<file path="src/rtl/mc_pkg.sv">
// Shared encodings for the multi-cycle RV32I control FSM: state codes,
// opcodes and datapath select values.
package mc_pkg;

    typedef enum logic [3:0] {
        FETCH    = 4'd0,
        DECODE   = 4'd1,
        MEMADR   = 4'd2,
        MEMREAD  = 4'd3,
        MEMWB    = 4'd4,
        MEMWRITE = 4'd5,
        EXECR    = 4'd6,
        EXECI    = 4'd7,
        ALUWB    = 4'd8,
        BEQ      = 4'd9,
        JAL      = 4'd10,
        HALT     = 4'd15
    } state_t;

    localparam logic [6:0] OP_LW  = 7'b0000011;
    localparam logic [6:0] OP_SW  = 7'b0100011;
    localparam logic [6:0] OP_R   = 7'b0110011;
    localparam logic [6:0] OP_I   = 7'b0010011;
    localparam logic [6:0] OP_BEQ = 7'b1100011;
    localparam logic [6:0] OP_JAL = 7'b1101111;

    localparam logic [1:0] RES_ALUOUT = 2'b00;
    localparam logic [1:0] RES_DATA   = 2'b01;
    localparam logic [1:0] RES_ALU    = 2'b10;

    localparam logic [1:0] SRCA_PC    = 2'b00;
    localparam logic [1:0] SRCA_OLDPC = 2'b01;
    localparam logic [1:0] SRCA_RS1   = 2'b10;

    localparam logic [1:0] SRCB_RS2  = 2'b00;
    localparam logic [1:0] SRCB_IMM  = 2'b01;
    localparam logic [1:0] SRCB_FOUR = 2'b10;

    localparam logic [1:0] IMM_I = 2'b00;
    localparam logic [1:0] IMM_S = 2'b01;
    localparam logic [1:0] IMM_B = 2'b10;
    localparam logic [1:0] IMM_J = 2'b11;

    localparam logic [1:0] ALUOP_ADD   = 2'b00;
    localparam logic [1:0] ALUOP_SUB   = 2'b01;
    localparam logic [1:0] ALUOP_FUNCT = 2'b10;

    function automatic logic [1:0] imm_sel(input logic [6:0] op);
        logic [1:0] sel;
        case (op)
            OP_SW:   sel = IMM_S;
            OP_BEQ:  sel = IMM_B;
            OP_JAL:  sel = IMM_J;
            default: sel = IMM_I;
        endcase
        return sel;
    endfunction

    function automatic logic is_mem_state(input state_t s);
        return (s == FETCH) || (s == MEMREAD) || (s == MEMWRITE);
    endfunction

endpackage

</file>
<file path="src/rtl/multicycle_ctrl_mem_wait_timer.sv">
// Counts cycles a memory state spends waiting for ready and flags the
// cycle in which the wait limit is reached without ready.
import mc_pkg::*;

module mem_wait_timer #(
    parameter int TIMEOUT_CYCLES = 16,
    parameter int CNT_W          = 5
) (
    input  logic i_clk,
    input  logic i_rst_n,
    input  logic i_active,
    input  logic i_ready,
    output logic o_expired
);

    localparam bit               TIMEOUT_EN = (TIMEOUT_CYCLES > 0);
    localparam logic [CNT_W-1:0] LIMIT      = CNT_W'(TIMEOUT_CYCLES);

    logic [CNT_W-1:0] cnt_q;
    logic             waiting;

    assign waiting   = i_active && !i_ready;
    // ready in the limit cycle masks the timeout
    assign o_expired = TIMEOUT_EN && waiting && (cnt_q == LIMIT);

    always_ff @(posedge i_clk or negedge i_rst_n) begin
        if (!i_rst_n) begin
            cnt_q <= '0;
        end else if (!waiting || o_expired) begin
            cnt_q <= '0;
        end else if (cnt_q != '1) begin
            cnt_q <= cnt_q + 1'b1;
        end
    end

endmodule

</file>
<file path="src/rtl/multicycle_ctrl.sv">
// Control FSM for the multi-cycle RV32I core (lw, sw, R, I-ALU, beq, jal)
// with memory ready handshake, wait timeout and sticky halt.
//
// state    | meaning
// FETCH    | read instruction at PC, PC += 4 on ready
// DECODE   | compute branch/jump target from old PC + imm
// MEMADR   | compute rs1 + imm for lw/sw
// MEMREAD  | read data memory, wait for ready
// MEMWB    | write loaded data to rd
// MEMWRITE | write data memory, wait for ready
// EXECR    | ALU rs1 op rs2
// EXECI    | ALU rs1 op imm
// ALUWB    | write ALU result to rd
// BEQ      | compare rs1/rs2, take branch on zero
// JAL      | PC <= target, compute old PC + 4
// HALT     | stopped on illegal opcode or bus timeout
import mc_pkg::*;

module multicycle_ctrl #(
    parameter int TIMEOUT_CYCLES = 16,
    parameter int CNT_W          = 5
) (
    input  logic       i_clk,
    input  logic       i_rst_n,
    input  logic [6:0] i_op,
    input  logic       i_zero,
    input  logic       i_mem_ready,
    output logic       o_mem_req,
    output logic       o_memwrite,
    output logic       o_adrsrc,
    output logic       o_irwrite,
    output logic       o_pcwrite,
    output logic       o_regwrite,
    output logic [1:0] o_resultsrc,
    output logic [1:0] o_alusrca,
    output logic [1:0] o_alusrcb,
    output logic [1:0] o_immsrc,
    output logic [1:0] o_aluop,
    output logic       o_instret,
    output logic       o_halted,
    output logic       o_illegal,
    output logic [3:0] o_state
);

    state_t state_q;
    state_t state_d;
    logic   halted_q;
    logic   illegal_q;
    logic   expired;
    logic   illegal_op;
    logic   pcupdate;
    logic   branch;

    mem_wait_timer #(
        .TIMEOUT_CYCLES(TIMEOUT_CYCLES),
        .CNT_W         (CNT_W)
    ) u_wait_timer (
        .i_clk    (i_clk),
        .i_rst_n  (i_rst_n),
        .i_active (is_mem_state(state_q)),
        .i_ready  (i_mem_ready),
        .o_expired(expired)
    );

    always_ff @(posedge i_clk or negedge i_rst_n) begin
        if (!i_rst_n) begin
            state_q   <= FETCH;
            halted_q  <= 1'b0;
            illegal_q <= 1'b0;
        end else begin
            state_q <= state_d;
            if (state_d == HALT) begin
                halted_q <= 1'b1;
            end
            if (illegal_op) begin
                illegal_q <= 1'b1;
            end
        end
    end

    always_comb begin
        state_d    = state_q;
        illegal_op = 1'b0;
        case (state_q)
            FETCH: begin
                if (expired)          state_d = HALT;
                else if (i_mem_ready) state_d = DECODE;
            end
            DECODE: begin
                case (i_op)
                    OP_LW, OP_SW: state_d = MEMADR;
                    OP_R:         state_d = EXECR;
                    OP_I:         state_d = EXECI;
                    OP_BEQ:       state_d = BEQ;
                    OP_JAL:       state_d = JAL;
                    default: begin
                        state_d    = HALT;
                        illegal_op = 1'b1;
                    end
                endcase
            end
            MEMADR:   state_d = (i_op == OP_LW) ? MEMREAD : MEMWRITE;
            MEMREAD: begin
                if (expired)          state_d = HALT;
                else if (i_mem_ready) state_d = MEMWB;
            end
            MEMWB:    state_d = FETCH;
            MEMWRITE: begin
                if (expired)          state_d = HALT;
                else if (i_mem_ready) state_d = FETCH;
            end
            EXECR:    state_d = ALUWB;
            EXECI:    state_d = ALUWB;
            ALUWB:    state_d = FETCH;
            BEQ:      state_d = FETCH;
            JAL:      state_d = ALUWB;
            HALT:     state_d = HALT;
            default:  state_d = HALT;
        endcase
    end

    always_comb begin
        o_mem_req   = 1'b0;
        o_memwrite  = 1'b0;
        o_adrsrc    = 1'b0;
        o_irwrite   = 1'b0;
        o_regwrite  = 1'b0;
        o_resultsrc = RES_ALUOUT;
        o_alusrca   = SRCA_PC;
        o_alusrcb   = SRCB_RS2;
        o_aluop     = ALUOP_ADD;
        o_instret   = 1'b0;
        pcupdate    = 1'b0;
        branch      = 1'b0;
        case (state_q)
            FETCH: begin
                o_mem_req   = 1'b1;
                o_alusrcb   = SRCB_FOUR;
                o_resultsrc = RES_ALU;
                o_irwrite   = i_mem_ready;
                pcupdate    = i_mem_ready;
            end
            DECODE: begin
                o_alusrca = SRCA_OLDPC;
                o_alusrcb = SRCB_IMM;
            end
            MEMADR: begin
                o_alusrca = SRCA_RS1;
                o_alusrcb = SRCB_IMM;
            end
            MEMREAD: begin
                o_mem_req = 1'b1;
                o_adrsrc  = 1'b1;
            end
            MEMWB: begin
                o_resultsrc = RES_DATA;
                o_regwrite  = 1'b1;
                o_instret   = 1'b1;
            end
            MEMWRITE: begin
                o_mem_req  = 1'b1;
                o_memwrite = 1'b1;
                o_adrsrc   = 1'b1;
                o_instret  = i_mem_ready;
            end
            EXECR: begin
                o_alusrca = SRCA_RS1;
                o_alusrcb = SRCB_RS2;
                o_aluop   = ALUOP_FUNCT;
            end
            EXECI: begin
                o_alusrca = SRCA_RS1;
                o_alusrcb = SRCB_IMM;
                o_aluop   = ALUOP_FUNCT;
            end
            ALUWB: begin
                o_regwrite = 1'b1;
                o_instret  = 1'b1;
            end
            BEQ: begin
                o_alusrca = SRCA_RS1;
                o_alusrcb = SRCB_RS2;
                o_aluop   = ALUOP_SUB;
                branch    = 1'b1;
                o_instret = 1'b1;
            end
            JAL: begin
                o_alusrca = SRCA_OLDPC;
                o_alusrcb = SRCB_FOUR;
                pcupdate  = 1'b1;
            end
            default: ;
        endcase
    end

    assign o_pcwrite = pcupdate | (branch & i_zero);
    assign o_immsrc  = imm_sel(i_op);
    assign o_halted  = halted_q;
    assign o_illegal = illegal_q;
    assign o_state   = state_q;

endmodule

</file>
<file path="config.mk">
export PLATFORM = sky130hd
export DESIGN_NAME = multicycle_ctrl
export DESIGN_NICKNAME = d
export VERILOG_FILES = /design/src/rtl/mc_pkg.sv /design/src/rtl/multicycle_ctrl_mem_wait_timer.sv /design/src/rtl/multicycle_ctrl.sv
export SDC_FILE = /design/constraint.sdc
export NUM_CORES = 1
export LEC_CHECK = 0
export ABC_AREA = 1
export BUFFER_PORTS_ARGS = -buffer_cell sky130_fd_sc_hd__buf_4
export CAP_MARGIN = 20
export CORE_ASPECT_RATIO = 1.1
export CORE_UTILIZATION = 35
export CTS_CLUSTER_DIAMETER = 50
export DETAILED_ROUTE_END_ITERATION = 6
export GPL_ROUTABILITY_DRIVEN = 0
export PLACE_DENSITY = 0.72
export SLEW_MARGIN = 20
export SYNTH_ARGS = -nofsm -noshare
export SYNTH_HDL_FRONTEND = slang
export SYNTH_SLANG_ARGS = --single-unit
</file>
<file path="constraint.sdc">
create_clock -name i_clk -period 1.3 [get_ports i_clk]
set_input_delay 0.065 -clock i_clk [delete_from_list [all_inputs] [get_ports i_clk]]
set_output_delay 0.065 -clock i_clk [all_outputs]
set_load 0.005 [all_outputs]
</file>
==> results.md <==
* Maximum VDD drop at 1.445 mV
* Fraction of layout instances using a drive strength above 1 at 0.5853
* N_diodes at 0
* CTS Buf Count at 3
* Arr. time, crit path at 1.48 ns
* Final Hold Vio Count at 0
* CTS Root Buffer Type: clkbuf_4
* Cell count after synthesis at 148
* Net count, final at 232
* Power Density at 2090 mW/mm²
* Core region area at 0.002567 mm²
* Fillcell total at 196
* Setup crit end kind: output pin
* FF-to-FF End: u_wait_timer.cnt_q[4]
* RR Startpoint: o_state[2]
* Io pins at 34
* DRT iter0 DRCs at 18
* Worst-path fanout max at 6
* Chip height at 57.28 µm
* Row cnt at 19
* Post-Synthesis Net Count at 162
* Critical path class: register to output pin
* Non-filler cells, final at 248
* Worst path most repeated cell: buf_4
* Max Root-Sink Buffers at 2
* Int Pwr at 2.017 mW
* Setup violators final at 22
* Failing checks: setup timing
* Switching power of the nets at 1.665 mW
* Die area at 0.002993 mm²
* Final WL at 3.138 mm
* Critical Path Slowest Stage Cell: dfrtp_2
* Worst-Skew Late Latency at 0.27 ns
* Slew @ Worst Pin at 0.3160 ns
* CP Launch Type: register
* Placed Cells at 232
* DR vias/cell at 4.883
* Total GRT Usage at 0.2179
* Rel. slew slack at 0.7886
* Cell area after synthesis at 972.2 µm²
* Worst min path class: primary input to asynchronous set/reset pin
* Number of H-tree levels at 1
* Area of the multi-input gates at 747.0 µm²
* Crit path from: o_state[2]
* Logic pwr share at 0.770
* Grt total ovfl at 0
* Synth unique cells at 23
* Hpwl dp at 2.239 mm
* Pin count of the biggest net entering global routing at 12
* Synth-to-layout area growth at 81.21%
* Clk pwr share at 0.065
* CP Cell Sequence: nor2_4 > buf_6 > nand2_8 > buf_4 > nand2_1 > buf_4
* Flop pwr share at 0.165
* Initial cell density of the core at 0.3787
* DRC violations left at 0
* Most frequent cells in the layout: buf_4 (49), nand2_1 (34), inv_1 (18)
* Outcome: complete, but fails checks
* Static leakage at 0.9506 nW
* Final Max Slew Viols at 0
* RSZ-0062 raised after global routing: true
* Final worst path period need at 1.548 ns
* Switching Share at 0.4522
* Crit path required time at 1.24 ns
* FMAX at 0.6459 GHz
* DR vias at 1211
* Seq cells post-synth at 11
* WL per Instance at 12.65 µm
* Final Cycle Share at 1.191
* Worst stage delay on the critical path at 0.49 ns
* Post-synthesis area per instance at 6.569 µm²
* FF-to-FF path depth at 9
* Pre-antenna DRT Iters at 4
* Seq/Total Area, Yosys at 0.2831
* Register area at 280.3 µm²
* Die width at 52.25 µm
* First-pass GRT wire length at 4.892 mm
* Most common cell after layout, fill and taps aside: buf_4
* Post-route setup slack at -0.2483 ns
* Yosys warns at 0
* Number of antenna violations at the first check in global routing at 0
* Max-Cap Viols at 0
* CTS sink count at 11
* Post-DRT Antenna Nets at 0
* PortBufs at 33
* Reg2reg setup slack at -0.23 ns
* CTS tree: done
* Pre-CTS setup slack at -0.08901 ns
* Worst Skew at 0.0008817 ns
* Vias in the first global route at 1170
* Worst-path clk slew at 0.07 ns
## cells by family after synthesis
kind of cell	share of synthesized area
xor+xnor	0.009011
flops	0.2831
compound gates	0.08237
buf+inv	0.1081
fa+ha+maj	0.03861
simple gates	0.4788
## critical path: cells and delay by family, from the launching register on
| kind | cells | cell delay, ns |
|---|---|---|
| DFF | 1 | 0.49 |
| buffers and inverters | 3 | 0.39 |
| and+or+nand+nor | 3 | 0.33 |
## metal layers
metal	routed length, µm	share of wire	vias to the layer above	GRT usage
li1	-	-	595	-
met1	1227	0.39	564	0.2404
met2	1668	0.53	39	0.4121
met3	117	0.037	13	0.02133
met4	124	0.040	0	0.09023
met5	0	0	-	0
## metrics by stage
step                      setup TNS [ns]  utilization  hold slack, ns  instance area (µm²)  total power, mW
final                             -3.822       0.6862          0.1543                 1762            3.682
after floorplan                 -0.02792            -         -0.2306                979.7            1.543
after global routing              -5.224       0.6862          0.1621                 1762            3.922
after CTS                         -2.591       0.6369          0.1488                 1635            3.273
after detailed placement         -0.3844       0.5517        -0.09110                 1416            2.536
after global placement           -0.1003       0.5517        -0.09666                 1416            2.491
## worst max-delay path by stage
stage / to / slack, ns / cells after the start
detailed placement: o_halted / -0.09 / 7
CTS: o_alusrcb[0] / -0.20 / 5
global placement: o_halted / -0.05 / 12
global route: o_mem_req / -0.32 / 6
floorplan: u_wait_timer.cnt_q[3] / -0.03 / 8
finish: o_alusrcb[1] / -0.25 / 6
## layout make-up
type | count | share of cell area
Clock buffer | 3 | 0.01278
Inverter | 28 | 0.06392
Sequential cell | 11 | 0.1591
Timing Repair Buffer | 65 | 0.3153
Clock inverter | 1 | 0.002841
Tap cell | 31 | 0.02202
Multi-Input combinational cell | 109 | 0.4240
## state kept, by name, indices dropped and copies added (netlist names)
name / flops
o_halted: 1
o_illegal: 1
o_state: 4
u_wait_timer.cnt_q: 5
## cells in the mapped netlist, drive strengths merged
library cell  number  share of area
nand3             16          0.098
nor3               2          0.015
clkinv             1         0.0039
o21bai             1         0.0077
nor2              23           0.13
xor2               1         0.0090
a21o               1         0.0077
o211ai             2          0.015
inv               27           0.10
a21oi              6          0.042
nand2             50           0.22
dfrtp             11           0.28
nand4              3          0.019
ha                 3          0.039
a211o              1         0.0090
## power groups by stage
stage	sequential [mW]	combinational [mW]	clock, mW
finish	0.607	2.84	0.239
global route	0.620	3.04	0.265
CTS	0.576	2.45	0.248
detailed placement	0.551	1.99	0
global placement	0.546	1.94	0
floorplan	0.549	0.994	0
## what timing repair did
item	4_1_cts	5_1_grt
hold endpoints to repair	11	0
buffers inserted	7	5
pin swaps	10	8
endpoints found under the setup margin	22	25
hold buffers	1	0
resized for setup	39	23
No activity file was read; power rests on OpenSTA's default activity.
